--- src/rtl/mem_stage.sv ---
// mem_stage: RV32I MEM stage; EX inputs (ex_*) issue aligned dmem requests (dmem_*), hold while outstanding, register results to WB (wb_*)
module mem_stage #(
  parameter int PAYLOAD_W = 128
) (
  input  logic                 clk,
  input  logic                 rst,
  input  logic                 ex_valid,
  input  logic [6:0]           ex_opcode,
  input  logic [2:0]           ex_funct3,
  input  logic [31:0]          ex_aluout,
  input  logic [31:0]          ex_rs2_v,
  input  logic [PAYLOAD_W-1:0] ex_payload,
  output logic                 ex_ready,
  output logic [31:0]          dmem_addr,
  output logic [3:0]           dmem_rmask,
  output logic [3:0]           dmem_wmask,
  output logic [31:0]          dmem_wdata,
  input  logic                 dmem_resp,
  input  logic [31:0]          dmem_rdata,
  output logic                 wb_valid,
  output logic [PAYLOAD_W-1:0] wb_payload,
  output logic [31:0]          wb_aluout,
  output logic [31:0]          wb_rdata,
  output logic [1:0]           wb_addr_lo,
  output logic                 wb_misaligned
);
  localparam logic [6:0] OP_LOAD  = 7'b0000011;
  localparam logic [6:0] OP_STORE = 7'b0100011;
  typedef enum logic {IDLE, WAIT} state_t;
  state_t state, next_state;
  logic is_load, is_store, is_mem, aligned, accept, issue, done;
  logic [3:0] mask;
  logic [PAYLOAD_W-1:0] hold_payload;
  logic [31:0] hold_aluout;
  logic [1:0] hold_lo;
  logic hold_load;
  logic unused_sign;
  assign unused_sign = ex_funct3[2];
  assign is_load  = ex_opcode == OP_LOAD;
  assign is_store = ex_opcode == OP_STORE;
  assign is_mem   = is_load | is_store;
  assign aligned  = ex_funct3[1:0] == 2'b00 ? 1'b1 :
                    ex_funct3[1:0] == 2'b01 ? ~ex_aluout[0] :
                    ex_funct3[1:0] == 2'b10 ? ex_aluout[1:0] == 2'b00 : 1'b0;
  assign accept   = state == IDLE && ex_valid;
  assign issue    = accept && is_mem && aligned;
  assign done     = state == WAIT && dmem_resp;
  assign mask     = ex_funct3[1:0] == 2'b00 ? 4'b0001 << ex_aluout[1:0] :
                    ex_funct3[1:0] == 2'b01 ? 4'b0011 << ex_aluout[1:0] : 4'b1111;
  assign dmem_addr  = {ex_aluout[31:2], 2'b00};
  assign dmem_wdata = !is_store ? 32'd0 :
                      ex_funct3[1:0] == 2'b00 ? {4{ex_rs2_v[7:0]}} :
                      ex_funct3[1:0] == 2'b01 ? {2{ex_rs2_v[15:0]}} : ex_rs2_v;
  always_ff @(posedge clk)
    state <= rst ? IDLE : next_state;
  always_comb begin
    next_state = state;
    if (state == IDLE) next_state = issue ? WAIT : IDLE;
    else next_state = dmem_resp ? IDLE : WAIT;
  end
  always_comb begin
    ex_ready   = state == IDLE;
    dmem_rmask = issue && is_load ? mask : 4'b0000;
    dmem_wmask = issue && is_store ? mask : 4'b0000;
  end
  always_ff @(posedge clk) begin
    if (rst) begin
      wb_valid      <= 1'b0;
      wb_payload    <= '0;
      wb_aluout     <= '0;
      wb_rdata      <= '0;
      wb_addr_lo    <= '0;
      wb_misaligned <= 1'b0;
      hold_payload  <= '0;
      hold_aluout   <= '0;
      hold_lo       <= '0;
      hold_load     <= 1'b0;
    end else begin
      wb_valid <= (accept && !issue) || done;
      if (accept && !issue) begin
        wb_payload    <= ex_payload;
        wb_aluout     <= ex_aluout;
        wb_addr_lo    <= ex_aluout[1:0];
        wb_rdata      <= '0;
        wb_misaligned <= is_mem;
      end else if (done) begin
        wb_payload    <= hold_payload;
        wb_aluout     <= hold_aluout;
        wb_addr_lo    <= hold_lo;
        wb_rdata      <= hold_load ? dmem_rdata : 32'd0;
        wb_misaligned <= 1'b0;
      end
      if (issue) begin
        hold_payload <= ex_payload;
        hold_aluout  <= ex_aluout;
        hold_lo      <= ex_aluout[1:0];
        hold_load    <= is_load;
      end
    end
  end
endmodule

--- config.mk ---
export PLATFORM = sky130hd
export DESIGN_NAME = mem_stage
export DESIGN_NICKNAME = d
export VERILOG_FILES = /design/src/rtl/mem_stage.sv
export SDC_FILE = /design/constraint.sdc
export NUM_CORES = 1
export LEC_CHECK = 0
export CAP_MARGIN = 10
export CORE_AREA = 2 2 199 201
export DETAILED_ROUTE_END_ITERATION = 8
export DIE_AREA = 0 0 201 203
export GPL_TIMING_DRIVEN = 0
export PLACE_DENSITY = 0.74
export SLEW_MARGIN = 20
export SYNTH_ARGS = -nofsm -noshare
export SYNTH_HDL_FRONTEND = slang
export SYNTH_SLANG_ARGS = --single-unit
--- constraint.sdc ---
create_clock -name clk -period 1.55 [get_ports clk]
set_input_delay 0.155 -clock clk [delete_from_list [all_inputs] [get_ports clk]]
set_output_delay 0.155 -clock clk [all_outputs]
set_load 0.05 [all_outputs]
# Yosys cells after proc, flatten, opt, wreduce, memory -nomap -nowiden

Index checks and enable logic that the tools add are counted.

Bitwise logic cells: 3
Shifts and indexed selects: 2
Mux-type cells: 22
Eq/ne operators: 4
Reduce and logical (&&, ||, !) cells: 13

Operators with widths:

| kind                                                                  | count |
|---|---|
| 128-bit 2-to-1 mux                                                    | 2 |
| 32-bit 2-to-1 mux                                                     | 6 |
| 4-bit 2-to-1 mux                                                      | 4 |
| 1-bit 2-to-1 mux                                                      | 8 |
| 7-bit by 2-bit equality test with 1-bit output, second input constant | 1 |
| 7-bit by 6-bit equality test with 1-bit output, second input constant | 1 |
| 1-bit logical AND                                                     | 7 |
| 2-bit logical NOT                                                     | 2 |
| 2-bit 2-to-1 mux                                                      | 2 |
| 1-bit by 2-bit << shifter with 4-bit output, first input constant     | 1 |
| 2-bit by 2-bit << shifter with 4-bit output, first input constant     | 1 |
| 2-bit by 1-bit equality test with 1-bit output, second input constant | 1 |
| 2-bit equality test, second input constant                            | 1 |
| 1-bit inverter                                                        | 2 |
| 2-bit nonzero test                                                    | 1 |
| 2-bit OR reduction                                                    | 1 |
| 1-bit logical NOT                                                     | 1 |
| 1-bit logical OR                                                      | 1 |
| 1-bit bitwise OR                                                      | 1 |

Output and inout bits: 269
Word-level logic and storage cells: 55
Bits in registers: 360
Input bits: 238

# Longest topological paths before layout

Depth in word-level cells: 8
Depth in mapped cells: 9
Mapped depth without buffers: 6

# Least setup slack after synthesis

Ideal clock, no wire load.

Path kind: in2out
Start: input ex_aluout[0]
End: output dmem_rmask[3]
Slack: -0.503 ns
Arrival time: 1.898 ns
Buffers on the path: 2
Stages: 8
Cell sequence: inv_1 > ha_1 > nand2b_1 > and4_1 > buf_4 > buf_6 > nand4b_2 > nor2_1

Cells in the longest elaborated chain, start to end: 7
Elaborated cells on any way between the ends: 12
Classes of those cells: 2 x shift; 6 x mux; 1 x bitwise; 3 x reduce/logical

Ends and longest elaborated chain:

| element            | RTL line | text |
|---|---|---|
| from (decl)        | 10       | `input logic [31:0] ex_aluout,` |
| 2-bit logical NOT  | 44       | `ex_funct3[1:0] == 2'b10 ? ex_aluout[1:0] == 2'b00 : 1'b0;` |
| 1-bit 2-to-1 mux   | 44       |  |
| 1-bit 2-to-1 mux   | 43       | `ex_funct3[1:0] == 2'b01 ? ~ex_aluout[0] :` |
| 1-bit 2-to-1 mux   | 42       | `assign aligned = ex_funct3[1:0] == 2'b00 ? 1'b1 :` |
| 1-bit logical AND  | 46       | `assign issue = accept && is_mem && aligned;` |
| 1-bit logical AND  | 63       | `dmem_rmask = issue && is_load ? mask : 4'b0000;` |
| 4-bit 2-to-1 mux * | 63       |  |
| to (decl)          | 15       | `output logic [3:0] dmem_rmask,` |

Mark *: on every way between the ends. The rest lies on a longest branch, timed or not.

# Worst setup path in the final report

Start: register state
End: output dmem_rmask[0]

Cells in the longest elaborated chain, start to end: 6

Ends and longest elaborated chain:

| element                         | RTL line | text |
|---|---|---|
| from (decl)                     | 30       | `state_t state, next_state;` |
| from (signal assigned)          | 55       | `state <= rst ? IDLE : next_state;` |
| 1-bit inverter                  | 45       | `assign accept = state == IDLE && ex_valid;` |
| 1-bit logical AND               | 45       |  |
| 1-bit logical AND (2 in series) | 46       |  |
| 1-bit logical AND               | 63       |  |
| 4-bit 2-to-1 mux                | 63       |  |

Every way passes these cells.

==> flow_summary.json <==
{
  "status": "complete, but fails checks",
  "min_path_type": "in -> reg",
  "vias_per_cell": 5.67,
  "hold_depth": 3,
  "timing_worst_setup_path_type": "reg -> out",
  "yosys_warnings": 0,
  "drv_slew": 0,
  "synth-compound-area-share_pct": 27.0,
  "r2r-end": "wb_payload[96]$_SDFFE_PP0P_",
  "hold_end": "wb_aluout[0]$_SDFFE_PP0P_",
  "area_growth_pct": 61.5,
  "fin_area_um2": 23800,
  "tns_ns": -24.40,
  "fin_crit_sh_pct": 122,
  "detail_route.wl_per_cell_um": 21.6,
  "htreeDepth": 2,
  "worst_setup_path_start_kind": "register",
  "synth_mux_area_share_pct": 1.09,
  "synth_edf_count": 0,
  "cp_num_buf_inv": 3,
  "max-cap-violations": 0,
  "ys_seq_elements": 356,
  "cp_slowest_stage_delay_ns": 0.34,
  "seqPwrFrac_pct": 42.7,
  "ys_seq_area_share_pct": 48.3,
  "path_delay_family": "simple AND/OR/NAND/NOR gates",
  "synth_adder_area_share_pct": 0.339,
  "dr.pass1.iters": 6,
  "synth_cells": 1778,
  "path_max_fanout": 5,
  "synthSimpleGateAreaFrac_pct": 15.1,
  "synth_top_family_by_area": "compound AO/OA/AOI/OAI gates",
  "worst_slew_pin_slew_ns": 0.853,
  "synth-async-reset-ratio_pct": 0,
  "tritoncts": "yes",
  "dr.first_iter.drc_count": 1365,
  "pre_cts_ws_ns": -1.68,
  "grt_antenna_before_repair": 7,
  "top_level_ports": 507,
  "combPwrFrac_pct": 17.9,
  "peakVddDrop_mv": 0.783,
  "dp_hpwl_um": 45100,
  "r2r_setup_slack_ns": -0.19,
  "syn_area_per_cell_um2": 8.30,
  "synth_area_um2": 14800,
  "clock_latency_ns": 0.56,
  "fin_nets": 2615,
  "clock_sinks": 356,
  "fin_util_pct": 62.0,
  "ys_types": 32,
  "synth_xor_area_share_pct": 0,
  "leakage_nw": 8.66,
  "vias": 16600,
  "clockBufferDepth": 3,
  "start_util_pct": 38.4,
  "die_height_um": 203,
  "violations": "negative setup slack",
  "postPlaceCellArea_um2": 20600,
  "row_count": 72,
  "cts_root_buffer": "clkbuf_16",
  "final.setup.worst_slack_ns": -0.340,
  "fmax_mhz": 529,
  "critPathArrivalTime_ns": 1.73,
  "period_minus_slack_ns": 1.89,
  "grt_start_max_net_pins": 14,
  "die_w_um": 201,
  "gp_congestion": 0.971,
  "critPathSlowestCell": "dfxtp_2",
  "r2r-start": "state$_SDFF_PP0_",
  "grt_pass1_wl_um": 92600,
  "grt_overflow": 0,
  "p_int_mw": 16.0,
  "sw_frac_of_total_pct": 28.4,
  "antenna_left": 0,
  "grt_pass1_vias": 15800,
  "final_cell_mix": "a21oi_1 (356), dfxtp_1 (355), nand3_1 (349)",
  "p_sw_mw": 6.36,
  "die-area_um2": 40800,
  "routed_wl_um": 63200,
  "setup_viol_count_final": 213,
  "coreArea_um2": 38500,
  "clkPwrFrac_pct": 39.5,
  "drc_errors": 0,
  "grt_usage_pct": 28.7,
  "rsz0062_at_grt": "true",
  "rr_worst_depth": 10,
  "final_common_cell": "a21oi_1",
  "hold_violations": 0,
  "powerDensity_nw_per_um2": 938,
  "fin_skew_ns": 0.0199,
  "ys.flop_type": "dfxtp_1",
  "port-buffer-count": 502,
  "timing.slew.headroom_pct": 43.1,
  "crit_chain": "nor2b_2, buf_6, buf_12, nand4b_4, nor2_4, buf_8",
  "worstPathRequired_ns": 1.39,
  "cp-end-kind": "output port",
  "drive_gt1_share_pct": 26.6,
  "clk_pin_slew_ns": 0.06,
  "worstHoldStart": "ex_aluout[0]",
  "cts_buffers": 38
}
[synth_stat cells (2+ instances only)]
cell | n | area share, %
nand3_1 | 353 | 12
buf_4 | 47 | 2.4
a21oi_1 | 373 | 13
buf_6 | 11 | 0.84
a22oi_1 | 160 | 8.1
nor2_1 | 38 | 0.97
buf_1 | 10 | 0.25
clkbuf_1 | 128 | 3.3
nand2b_1 | 3 | 0.13
nand2_1 | 42 | 1.1
o21ai_0 | 169 | 5.7
buf_2 | 38 | 1.3
inv_1 | 3 | 0.076
a211oi_1 | 2 | 0.10
nor2b_1 | 3 | 0.13
ha_1 | 4 | 0.34
dfxtp_1 | 356 | 48
mux2i_1 | 16 | 1.1
and2_1 | 9 | 0.38
[registers in the layout (all words and copies together) (netlist names)]
signal / flops
hold_aluout: 32
hold_load: 1
hold_payload: 128
state: 1
wb_aluout: 32
wb_misaligned: 1
wb_payload: 128
wb_rdata: 32
wb_valid: 1
[per-stage QoR]
stage	hold WS, ns	cells	power [mW]
floorplan	0.303	1779	11.6
global placement	0.439	2799	13.3
detailed placement	0.443	2799	13.3
CTS	0.0176	2898	22.2
global route	0.0563	2924	23.1
finish	0.0315	2925	22.4
[cell families (layout without fill, tap and decap cells)]
kind of cell,Yosys count,count (layout)
other,1,6
multiplexers,16,16
buffers and inverters,237,861
adder cells (fa/ha/maj),4,4
flip-flops,356,356
AO/OA/AOI/OAI,708,708
AND/OR/NAND/NOR,456,456
[worst register-to-register path, cell delays in order, from the launching register on]
cell	delay, ns
dfxtp_2	0.34
buf_4	0.14
nand2b_4	0.15
buf_6	0.12
a41oi_4	0.19
buf_6	0.18
buf_8	0.14
buf_12	0.11
buf_16	0.10
a22oi_1	0.08
a21oi_1	0.12
[what timing repair did]
action                                  in CTS  in global routing
hold buffers                                 2                  0
pin swaps                                   17                 51
setup buffers                               21                  7
endpoints found under the setup margin     623                434
gates cloned                                 7                 19
endpoints found under the hold margin        2                  0
resized for setup                         1076                429
[power by group through the flow]
stage                     clock, mW  sequential [mW]  combinational [mW]
after floorplan                   0             10.5                1.09
after global placement            0             9.73                3.57
after detailed placement          0             9.74                3.58
after CTS                      8.95             9.54                3.72
after global routing           9.35             9.56                4.17
final                          8.83             9.54                3.99
[routing by layer]
| layer | part of all wire (%) | up-vias | routed length (µm) | track usage, % |
|---|---|---|---|---|
| li1 | - | 7668 | - | - |
| met1 | 40 | 7970 | 25500 | 34.8 |
| met2 | 49 | 777 | 30800 | 50.6 |
| met3 | 7.0 | 155 | 4430 | 6.20 |
| met4 | 3.8 | 8 | 2380 | 9.23 |
| met5 | 0.087 | - | 55 | 0 |
[layout make-up]
class | count | area (µm²)
well taps | 518 | 648
diodes | 4 | 10.0
fillers | 3291 | 14600
flip-flops and latches | 356 | 7130
repair buffers | 555 | 5900
plain buffers | 233 | 1810
clock buffers | 61 | 1120
inverters | 3 | 13.8
clock inverters | 9 | 98.8
multi-input cells | 1186 | 7110
[worst max path at each step]
| stage | slack (ns) | depth (start not counted) | end | start |
|---|---|---|---|---|
| 6_report | -0.34 | 6 | dmem_rmask[0] | state$_SDFF_PP0_ |
| 5_1_grt | -0.42 | 6 | dmem_rmask[0] | state$_SDFF_PP0_ |
| 4_1_cts | -0.38 | 6 | dmem_rmask[0] | state$_SDFF_PP0_ |
| 3_5_place_dp | -1.68 | 10 | dmem_rmask[0] | ex_aluout[1] |
| 3_3_place_gp | -1.64 | 10 | dmem_rmask[0] | ex_aluout[1] |
| 2_1_floorplan | -0.15 | 5 | dmem_wdata[21] | ex_opcode[3] |
No activity file was read; power rests on OpenSTA's default activity.
